<file path="src/rtl/multiplexed_display_controller.sv">
// Time-multiplexed common-anode 7-segment driver with a built-in prescaler,
// frame-synchronous data latching, per-digit decimal points, leading-zero
// blanking, PWM brightness and selectable output polarity.
module multiplexed_display_controller #(
  parameter int number_of_nybbles  = 4,
  parameter int prescaler_log2     = 10,
  parameter int brightness_bits    = 4,
  parameter bit anode_active_high  = 1'b1,
  parameter bit cathode_active_low = 1'b1,
  localparam int digit_index_width = (number_of_nybbles > 1) ? $clog2(number_of_nybbles) : 1
) (
  input  logic                           clock,
  input  logic                           reset,
  input  logic [4*number_of_nybbles-1:0] data,
  input  logic [number_of_nybbles-1:0]   dp,
  input  logic                           enable,
  input  logic                           blank_leading_zeros,
  input  logic [brightness_bits-1:0]     brightness,
  output logic [7:0]                     cathode,
  output logic [number_of_nybbles-1:0]   anode,
  output logic                           frame_strobe,
  output logic [digit_index_width-1:0]   digit_index
);

  localparam int N = number_of_nybbles;
  localparam int W = digit_index_width;
  localparam int P = prescaler_log2;
  localparam int B = brightness_bits;

  // Inactive levels of the pins, used both at reset and when a slot is dark.
  localparam logic [N-1:0] ANODE_OFF   = anode_active_high ? '0 : '1;
  localparam logic [7:0]   CATHODE_OFF = cathode_active_low ? 8'hFF : 8'h00;

  logic [P-1:0]   slot_cnt, slot_cnt_next;
  logic [W-1:0]   digit_idx, digit_idx_next;
  logic [4*N-1:0] shadow_data, shadow_data_next;
  logic [N-1:0]   shadow_dp, shadow_dp_next;
  logic           shadow_blz, shadow_blz_next;
  logic           primed;
  logic           boundary;

  logic [3:0]     cur_nyb;
  logic           cur_dp;
  logic           cur_zero_run;
  logic           zero_run;
  logic           blank;
  logic           lit;
  logic [6:0]     seg;
  logic [N-1:0]   anode_next;
  logic [7:0]     cathode_next;

  // Hex font in gfedcba order, bit 0 = segment a, 1 = segment lit.
  function automatic logic [6:0] font(input logic [3:0] nyb);
    case (nyb)
      4'h0: font = 7'h3F;
      4'h1: font = 7'h06;
      4'h2: font = 7'h5B;
      4'h3: font = 7'h4F;
      4'h4: font = 7'h66;
      4'h5: font = 7'h6D;
      4'h6: font = 7'h7D;
      4'h7: font = 7'h07;
      4'h8: font = 7'h7F;
      4'h9: font = 7'h6F;
      4'hA: font = 7'h77;
      4'hB: font = 7'h7C;
      4'hC: font = 7'h39;
      4'hD: font = 7'h5E;
      4'hE: font = 7'h79;
      default: font = 7'h71;
    endcase
  endfunction

  // Scan sequencing and frame boundary detection; the shadow copy is only
  // refreshed at a boundary so a frame never mixes old and new data.
  always_comb begin
    slot_cnt_next  = slot_cnt + 1'b1;
    digit_idx_next = digit_idx;
    if (&slot_cnt) begin
      if (digit_idx == W'(N - 1)) digit_idx_next = '0;
      else                        digit_idx_next = digit_idx + 1'b1;
    end
    boundary         = !primed || ((&slot_cnt) && (digit_idx == W'(N - 1)));
    shadow_data_next = boundary ? data                : shadow_data;
    shadow_dp_next   = boundary ? dp                  : shadow_dp;
    shadow_blz_next  = boundary ? blank_leading_zeros : shadow_blz;
  end

  // Decode the digit that will be scanned after this edge, from post-edge
  // state, so the registered outputs carry no extra lag.
  always_comb begin
    cur_nyb      = 4'h0;
    cur_dp       = 1'b0;
    cur_zero_run = 1'b0;
    zero_run     = 1'b1;
    for (int i = N - 1; i >= 0; i--) begin
      zero_run = zero_run && (shadow_data_next[i*4 +: 4] == 4'h0);
      if (digit_idx_next == W'(i)) begin
        cur_nyb      = shadow_data_next[i*4 +: 4];
        cur_dp       = shadow_dp_next[i];
        cur_zero_run = zero_run;
      end
    end
    blank = shadow_blz_next && (digit_idx_next != '0) && cur_zero_run;
    seg   = blank ? 7'h00 : font(cur_nyb);
    lit   = enable && (slot_cnt_next[P-1 -: B] < brightness) && ((seg != 7'h00) || cur_dp);
    anode_next   = '0;
    cathode_next = 8'h00;
    if (lit) begin
      anode_next   = N'(1) << digit_idx_next;
      cathode_next = {cur_dp, seg};
    end
  end

  // Internal scan state and shadow registers.
  always_ff @(posedge clock or negedge reset) begin
    if (!reset) begin
      slot_cnt    <= '0;
      digit_idx   <= '0;
      shadow_data <= '0;
      shadow_dp   <= '0;
      shadow_blz  <= 1'b0;
      primed      <= 1'b0;
    end else begin
      slot_cnt    <= slot_cnt_next;
      digit_idx   <= digit_idx_next;
      shadow_data <= shadow_data_next;
      shadow_dp   <= shadow_dp_next;
      shadow_blz  <= shadow_blz_next;
      primed      <= 1'b1;
    end
  end

  // Registered pin drivers; polarity is applied only at this final stage.
  always_ff @(posedge clock or negedge reset) begin
    if (!reset) begin
      anode        <= ANODE_OFF;
      cathode      <= CATHODE_OFF;
      frame_strobe <= 1'b0;
    end else begin
      anode        <= anode_active_high ? anode_next : ~anode_next;
      cathode      <= cathode_active_low ? ~cathode_next : cathode_next;
      frame_strobe <= boundary;
    end
  end

  assign digit_index = digit_idx;

endmodule

</file>
<file path="config.mk">
export PLATFORM = sky130hd
export DESIGN_NAME = multiplexed_display_controller
export DESIGN_NICKNAME = d
export VERILOG_FILES = /design/src/rtl/multiplexed_display_controller.sv
export SDC_FILE = /design/constraint.sdc
export NUM_CORES = 1
export LEC_CHECK = 0
export CORE_MARGIN = 2
export CORE_UTILIZATION = 40
export CTS_CLUSTER_DIAMETER = 60
export DETAILED_ROUTE_END_ITERATION = 8
export PLACE_DENSITY = 0.72
export SYNTH_ARGS = -nofsm -noshare
export SYNTH_HDL_FRONTEND = slang
export SYNTH_SLANG_ARGS = --single-unit
</file>
<file path="constraint.sdc">
create_clock -name clock -period 6.3 [get_ports clock]
set_input_delay 1.26 -clock clock [delete_from_list [all_inputs] [get_ports clock]]
set_output_delay 1.26 -clock clock [all_outputs]
set_load 0.02 [all_outputs]
</file>
Word-level counts from Yosys, hierarchy flattened
Memories as Yosys holds them, arrays and structs flattened.
Index checks and enable logic that the tools add are counted.

operators by class
  $add $sub $neg = 2
  shift-type cells = 1
  muxes and demuxes = 20
  $lt $le $gt $ge = 1
  reductions and logical operators = 19
  bitwise logic cells = 1
  equality and inequality tests = 4

operators with widths
  operator                 count
  $mux W4                  6
  $logic_not A4 Y1         4
  $mux W16                 1
  $add A10 B1 Y10 const B  1
  $reduce_and A10 Y1       1
  $mux W1                  9
  $logic_and A1 B1 Y1      8
  $mux W8                  1
  $not A8 Y8               1
  $mux W7                  1
  $reduce_bool A7 Y1       1
  $eq A2 B2 Y1 const B     3
  $lt A4 B4 Y1             1
  $mux W2                  2
  $shl A1 B2 Y4 const A    1
  $add A2 B1 Y2 const B    1
  $eq A2 B1 Y1 const B     1
  $logic_not A2 Y1         1
  $logic_or A1 B1 Y1       2
  $reduce_bool A2 Y1       1
  $logic_not A1 Y1         1

word-level totals
  ROM bits = 112
  bits of input ports = 28
  output and inout bits = 15
  register bits after elaboration = 47
  word-level logic and storage cells = 58
  memories = 1

memory list
  memory           words  bits a word  rd ports  clocked after memory_dff  wr ports  line  RTL
  (no name shown)  16     7            1         0                         0         54    case (nyb)

Logic depth before layout (Yosys ltp)
Gate-level depths: netlist (run 1).

  depth after elaboration = 16
  gate-level depth with buffers = 15
  depth with buffers taken out = 13

Least setup slack after synthesis (run 1)
Ideal clock, no wire load.

  path type = register to register
  start point = reg digit_idx[1] (netlist: digit_index[1])
  end point = reg cathode[0]
  stages on the path, launching flop included = 13
  library setup time = 0.091 ns
  setup slack = 3.397 ns
  buffers on the path = 1
  data arrival time = 2.812 ns
  period minus slack after synthesis = 2.903 ns
  required time = 6.209 ns
  path through = dfrtp_1 > ha_1 > inv_1 > o41a_4 > buf_6 > mux2_2 > mux2i_1 > mux2_2 > inv_1 > ha_1 > nor3_1 > a22o_1 > o31ai_1

on the way
  longest elaborated chain between the ends = 16
  elaborated cells between the ends (all ways) = 42
  those cells by class = 1 x add/sub; 4 x eq/ne; 19 x mux; 1 x bitwise; 16 x reduce/logical; 1 x memory

RTL lines
  what                                                                    line  RTL
  start, declared                                                         35    logic [W-1:0] digit_idx, digit_idx_next;
  start signal, assigned                                                  126   digit_idx <= digit_idx_next;
  $eq A2 B2 Y1 *                                                          83    boundary = !primed || ((&slot_cnt) && (digit_idx == W'(N - 1)));
  $logic_and A1 B1 Y1 *                                                   83
  $logic_or A1 B1 Y1 *                                                    83
  $mux W16 *                                                              84    shadow_data_next = boundary ? data : shadow_data;
  via shadow_data_next[13]                                                36    logic [4*N-1:0] shadow_data, shadow_data_next;
  parallel branches: the longest is 6 deep, another holds $mem_v2 Z16 W7  -
  $mux W7 *                                                               105   seg = blank ? 7'h00 : font(cur_nyb);
  $reduce_bool A7 Y1                                                      106   lit = enable && (slot_cnt_next[P-1 -: B] < brightness) && ((seg != 7'h00) || cur_dp);
  $logic_or A1 B1 Y1                                                      106
  $logic_and A1 B1 Y1                                                     106
  $mux W8 *                                                               109   if (lit) begin
  $not A8 Y8 *                                                            142   cathode <= cathode_active_low ? ~cathode_next : cathode_next;
  end signal, assigned                                                    142
  end, declared                                                           19    output logic [7:0] cathode,

Mark *: on every way through the listed nets, which the timed path passes.

Final worst setup path (run 1)
  start point = reg slot_cnt[0]
  end point = reg cathode[5]

on the way
  longest elaborated chain between the ends = 16
  elaborated cells between the ends (all ways) = 43
  those cells by class = 1 x add/sub; 1 x order compare; 3 x eq/ne; 18 x mux; 1 x bitwise; 18 x reduce/logical; 1 x memory

RTL lines
  what                                                                     line  RTL
  start, declared                                                          34    logic [P-1:0] slot_cnt, slot_cnt_next;
  start signal, assigned                                                   125   slot_cnt <= slot_cnt_next;
  parallel branches: the longest is 14 deep, another holds $mem_v2 Z16 W7  -
  $mux W8 *                                                                109
  $not A8 Y8 *                                                             142

Every way passes the cells marked *.

==> metrics.cfg, run 1 <==
[grt]
grt.overflow.total = 0
grt_antenna_before_repair = 0
first_global_vias = 2009
grt_usage_pct = 16.37
grt_max_degree = 48
grt_pass1_wl_um = 9639

[clock_tree]
cts_max_level = 2
path_clk_slew_ns = 0.09
clkLatencyLatePin_ns = 0.31
cts_resized = 0
post_cts_buffers = 0
clk_path_buf_depth = 2
clkSinkCount = 47
cts_buffers = 5
cts_hold_buf = 0
cts_tree = done
cts-root-buf = clkbuf_8

[sta]
worstMarginPinSlew_ns = 1.021
drv_slew = 0
setup_viol = 0
tns_ns = 0
timing.final.crit_period_ns = 3.390
skew_ns = 0.008646
hold_violations = 0
whs_ns = 0.4489
post-route-period-util_pct = 53.81
slew_headroom_pct = 31.91
rsz0062_at_grt = false
setup_ws_ns = 2.910
fmax_mhz = 295.0

[floorplan]
fp.dieW_um = 86.31
fp.dieH_um = 86.31
rows = 29
initial_core_util_pct = 41.96
ioPinCount = 43
die-area_um2 = 7449
core-area_um2 = 6459

[yosys]
synth_edf_count = 0
synth.distinct_cells = 47
yosysSeqAreaShare_pct = 43.77
synth_top_area_cell = dfrtp_1
synth_flop_cell = dfrtp_1
yosys-top-cells-area = dfrtp_1, dfstp_2, mux2_2
yosysTopAreaCellShare_pct = 36.01
synth-seq-cells = 47
syn_inst = 265
async_flop_share_pct = 100.0
synthesis.nets = 304
synth.avg_cell_area_um2 = 10.23
synthesis.area_um2 = 2710
yosys_warnings = 0

[final_layout]
drive_gt1_share_pct = 13.77
layout_common_cells = clkdlybuf4s50_1, dfrtp_1, nand2_1
final_common_cell = clkdlybuf4s50_1
diodes = 0
final_nets = 343
fillCellCount = 604
final-instance-count-excl-fill = 382
syn_to_final_growth_pct = 20.50

[routing]
drtIter0Drc = 131
via_count = 2138
drc_errors = 0
ant_nets = 0
routedWlPerCell_um = 15.12
postRouteWirelength_um = 5775
dr.pass1.iters = 4
avgViaCountPerCell = 5.597

[place]
pre_cts_slack_ns = 2.741
hpwl_um = 4240
portBuffers = 42
dp.cells = 374
routabilityCongestion = 0.8936

[setup_path]
worstPathRequired_ns = 6.52
cp_max_fo = 32
endpoint = cathode[5]$_DFF_PN1_
critPathArrivalTime_ns = 3.62
reg2reg_slack_ns = 2.91
crit_type = reg -> reg
r2r_cells = 8
crit-reg2reg-launch = slot_cnt[0]$_DFF_PN0_
worstSetupStartpoint = slot_cnt[0]$_DFF_PN0_
worstSetupEndpointType = flip-flop
critPathLaunchType = flip-flop
rr_endpoint = cathode[5]$_DFF_PN1_

[power_and_ir_drop]
p_leak_nw = 1.379
p_per_area_nw_per_um2 = 206.3
ir_worst_vdd_uv = 97.99
p_total_uw = 673.8

[outcome]
status = finished, final reports clean

[job]
cap_violations = 0

[worst_hold_path]
hold_class = reg -> reg
whs_path_depth = 1

metal layers:
metal,vias to the layer above,GRT usage (%),share of wire [%]
met3,5,3.143,4.3
li1,1034,-,-
met4,0,5.540,1.5
met1,1035,23.01,49
met2,64,25.51,46
met5,-,0,0
final cells by class:
type	instances	area [µm²]	area share (%)
Tap cell	77	96.34	2.950
Multi-Input combinational cell	189	1396	42.76
Sequential cell	47	1186	36.32
Clock buffer	8	100.1	3.065
Timing Repair Buffer	42	415.4	12.72
Inverter	19	71.32	2.184
Yosys cell counts (3+ instances only):
| library cell | instances |
|---|---|
| dfrtp_1 | 39 |
| nor3_1 | 6 |
| mux2i_1 | 12 |
| or4_1 | 3 |
| or2_2 | 4 |
| ha_1 | 11 |
| o31ai_1 | 3 |
| clkbuf_1 | 4 |
| o211ai_1 | 6 |
| nand4_1 | 4 |
| nor2_1 | 10 |
| nand2b_1 | 5 |
| nand2_1 | 30 |
| o21ai_0 | 4 |
| nor4_1 | 9 |
| a21oi_1 | 6 |
| mux2_2 | 15 |
| a211oi_1 | 8 |
| dfstp_2 | 8 |
| a21boi_0 | 4 |
| a2111oi_0 | 4 |
| inv_1 | 17 |
| and4_1 | 3 |
| xnor2_1 | 10 |
| xor2_1 | 5 |
| nand3_1 | 6 |
| buf_2 | 3 |
critical path: stages, from the launching register on:
cell       delay (ns)
dfrtp_1          0.37
ha_1             0.23
nand4_1          0.27
o41a_4           0.61
inv_1            0.43
a2111oi_0        0.19
nor4_2           0.77
nand2_1          0.18
o221ai_1         0.25
report_power, final:
part / internal (mW) / switching [mW]
clock: 0.100 / 0.102
combinational: 0.0656 / 0.0676
sequential: 0.327 / 0.0104
total: 0.493 / 0.180
through the flow:
step	cell area [µm²]	utilization (%)
2_1_floorplan	2710	-
3_3_place_gp	3166	49.01
3_5_place_dp	3166	49.01
4_1_cts	3266	50.56
5_1_grt	3266	50.56
6_report	3266	50.56
worst min-delay path by stage:
stage                     startpoint               endpoint  slack, ns
6_report       slot_cnt[0]$_DFF_PN0_  slot_cnt[0]$_DFF_PN0_       0.45
5_1_grt        slot_cnt[0]$_DFF_PN0_  slot_cnt[0]$_DFF_PN0_       0.50
4_1_cts        slot_cnt[0]$_DFF_PN0_  slot_cnt[0]$_DFF_PN0_       0.45
3_5_place_dp   slot_cnt[0]$_DFF_PN0_  slot_cnt[0]$_DFF_PN0_       0.44
3_3_place_gp   slot_cnt[0]$_DFF_PN0_  slot_cnt[0]$_DFF_PN0_       0.44
2_1_floorplan  slot_cnt[0]$_DFF_PN0_  slot_cnt[0]$_DFF_PN0_       0.42
state kept, by name, indices dropped and copies added, names as in the netlist:
name	flops
digit_index	2
frame_strobe	1
shadow_blz	1
shadow_dp	4
anode	4
slot_cnt	10
cathode	8
shadow_data	16
primed	1
cells by family after synthesis:
| group | Yosys count | share of synthesized area (%) |
|---|---|---|
| AOI/OAI and AO/OA | 47 | 13.16 |
| xor gates and xnor gates | 15 | 4.847 |
| adders and majority gates | 11 | 5.078 |
| buffers and inverters | 29 | 4.709 |
| DFF | 47 | 43.77 |
| muxes | 28 | 11.22 |
| other | 1 | 0.1384 |
| and+or+nand+nor | 87 | 17.08 |
Power figures use the tool's default switching activity.
==> inputs of run 2 (changes only) <==
Settings changed: PLACE_DENSITY 0.72 to 0.75.
Clock period 6.3 ns to 3.1 ns, I/O delays scaled along.
==> run 2 against run 1 <==
Effect of this change: worst setup slack worse by 2.8 ns; clock-buffer cell count is the same; critical path depth is 4 higher; cell area is 4.1% higher; first-iteration DRC count rose by 3.1%; register-to-register slack got worse by 2.8 ns; clock skew rose by 0.0013 ns; die area stayed put; core utilization grew 2.1 points; final cell count rose by 3.7%; fmax increased by 14%; wire length up 7.1%; critical path type unchanged; critical endpoint is now cathode[0]$_DFF_PN1_.
==> metrics.cfg, run 2 (synthesis results as in run 1) <==
[outcome]
status = finished, final reports clean

[routing]
routedWlPerCell_um = 15.62  ; +3.3%
dr.pass1.iters = 4  ; unchanged
via_count = 2204  ; +3.1%
avgViaCountPerCell = 5.566  ; -0.56%
postRouteWirelength_um = 6185  ; +7.1%
ant_nets = 0  ; unchanged
drtIter0Drc = 135  ; +3.1%
drc_errors = 0  ; unchanged

[final_layout]
final-instance-count-excl-fill = 396  ; +3.7%
layout_common_cells = clkdlybuf4s50_1, dfrtp_1, nand2_1
syn_to_final_growth_pct = 25.44
top_register = shadow_data
final_nets = 357  ; +4.1%
drive_gt1_share_pct = 19.44  ; +5.7 points
fillCellCount = 583  ; -3.5%
final_common_cell = clkdlybuf4s50_1
diodes = 0  ; unchanged
largest_reg_flops = 16  ; unchanged
reg.largest.list = shadow_data: 16 flops, slot_cnt: 10 flops, cathode: 8 flops

[clock_tree]
cts_hold_buf = 0  ; unchanged
cts-root-buf = clkbuf_8
clkLatencyLatePin_ns = 0.30  ; about the same
clk_path_buf_depth = 2  ; unchanged
cts_max_level = 2  ; unchanged
path_clk_slew_ns = 0.08  ; about the same
cts_buffers = 5  ; unchanged
cts_tree = done
clkSinkCount = 47  ; unchanged

[worst_hold_path]
whs_path_depth = 1  ; unchanged
hold_start = slot_cnt[0]$_DFF_PN0_
min_to = slot_cnt[0]$_DFF_PN0_
hold_class = reg -> reg

[sta]
slew_headroom_pct = 31.49  ; -0.42 points
post-route-period-util_pct = 96.02  ; +42 points
setup_viol = 0  ; unchanged
fmax_mhz = 336.0  ; +14%
setup_ws_ns = 0.1235  ; -2.786 ns
worstMarginPinSlew_ns = 1.028  ; +0.006244 ns
timing.final.crit_period_ns = 2.976  ; -0.4138 ns
hold_violations = 0  ; unchanged
drv_slew = 0  ; unchanged
skew_ns = 0.009944  ; +0.001298 ns
tns_ns = 0  ; unchanged
whs_ns = 0.4588  ; +0.009892 ns

[power_and_ir_drop]
p_leak_nw = 1.429  ; +3.6%
p_sw_share_pct = 26.85  ; +0.064 points
ir_worst_vdd_uv = 201.9  ; +110%
p_sw_uw = 355.6  ; +97%
p_per_area_nw_per_um2 = 389.6  ; +89%
p_total_mw = 1.324  ; +97%
p_int_uw = 968.8  ; +96%
combPwrFrac_pct = 21.4  ; +1.6 points
pwr-share-clk_pct = 26.7  ; -3.4 points
pwr-share-seq_pct = 51.9  ; +1.8 points

[floorplan]
fp.dieH_um = 86.31  ; unchanged
core-area_um2 = 6459  ; unchanged
ioPinCount = 43  ; unchanged
initial_core_util_pct = 41.96  ; unchanged
rows = 29  ; unchanged
fp.dieW_um = 86.31  ; unchanged
die-area_um2 = 7449  ; unchanged

[grt]
first_global_vias = 2054  ; +2.2%
grt_usage_pct = 16.60  ; +0.23 points
grt_max_degree = 48  ; unchanged
grt_antenna_before_repair = 0  ; unchanged
grt.overflow.total = 0  ; unchanged
grt_pass1_wl_um = 9777  ; +1.4%

[place]
hpwl_um = 4516  ; +6.5%
portBuffers = 42  ; unchanged
routabilityCongestion = 0.8387  ; -6.1%
pre_cts_slack_ns = 0.04944  ; -2.692 ns
dp.cells = 383  ; +2.4%

[job]
cap_violations = 0  ; unchanged

[setup_path]
path_cells = ha_2, nand4_1, buf_4, o41a_4, mux2_2, mux2i_1, mux2_4, inv_1, ha_2, nor3_1, a22o_1, o31ai_1
worstPathRequired_ns = 3.31  ; -3.21 ns
cp_max_fo = 6  ; -81%
worstSetupEndpointType = flip-flop
cpPeakStageDelay_ns = 0.52  ; -0.25 ns
r2r_cells = 12  ; +4
critPathArrivalTime_ns = 3.19  ; -0.43 ns
rr_endpoint = cathode[0]$_DFF_PN1_
critPathLaunchType = flip-flop
cpMostUsedCell = ha_2
crit_type = reg -> reg
crit-reg2reg-launch = slot_cnt[0]$_DFF_PN0_
reg2reg_slack_ns = 0.12  ; -2.79 ns
slowest_stage = o41a_4

-- run 2: cell types whose count changed in the layout (fill, tap and decap cells not counted), sizes merged --
cell / before / now
o41a: 1 / 3
buf: 1 / 13
-- run 2: layout make-up --
class / count / area [µm²] / share of cell area [%]
multi-input combinational: 191 / 1460 / 42.95
clock buffer: 8 / 80.08 / 2.356
tap: 77 / 96.34 / 2.834
timing repair buffer: 54 / 505.5 / 14.87
sequential: 47 / 1186 / 34.89
inverter: 19 / 71.32 / 2.098
-- run 2: layer usage --
layer / GRT usage, % / share of wire (%) / up-vias
met5: 0 / 0 / -
met4: 6.250 / 2.3 / 0
met3: 3.714 / 7.0 / 13
met2: 25.86 / 45 / 87
met1: 22.73 / 45 / 1033
li1: - / - / 1071
-- run 2: power groups by stage --
stage,Combinational (mW),Clock (mW),Sequential (mW)
finish,0.283,0.354,0.687
global route,0.311,0.396,0.692
floorplan,0.140,0,0.716
detailed placement,0.278,0,0.699
CTS,0.278,0.370,0.687
global placement,0.273,0,0.696
-- run 2: worst max path at each step --
stage,from,endpoint,slack (ns),cells after the start
after CTS,digit_index[1]$_DFF_PN0_,cathode[3]$_DFF_PN1_,0.04,12
after floorplan,digit_index[1]$_DFF_PN0_,cathode[0]$_DFF_PN1_,0.20,12
after global routing,slot_cnt[0]$_DFF_PN0_,cathode[3]$_DFF_PN1_,-0.01,13
after detailed placement,digit_index[1]$_DFF_PN0_,cathode[3]$_DFF_PN1_,0.05,12
final,slot_cnt[0]$_DFF_PN0_,cathode[0]$_DFF_PN1_,0.12,12
after global placement,digit_index[1]$_DFF_PN0_,cathode[3]$_DFF_PN1_,0.09,11
-- run 2: metrics by stage --
stage / area (µm²) / utilization (%)
2_1_floorplan: 2710 / -
3_3_place_gp: 3233 / 50.06
3_5_place_dp: 3233 / 50.06
4_1_cts: 3313 / 51.30
5_1_grt: 3400 / 52.63
6_report: 3400 / 52.63
-- run 2: critical path: cells and delay by family, from the launching register on --
kind                     cells  cell delay [ns]
flip-flops                   1             0.37
AND/OR/NAND/NOR              2             0.15
adder cells (fa/ha/maj)      2             0.45
AO/OA/AOI/OAI                3             0.95
multiplexers                 3             0.67
buffers and inverters        2             0.29
-- run 2: what timing repair did --
action	in CTS	in global routing
setup buffers	0	3
endpoints found under the setup margin	0	8
endpoints found under the hold margin	0	0
resized for setup	0	13
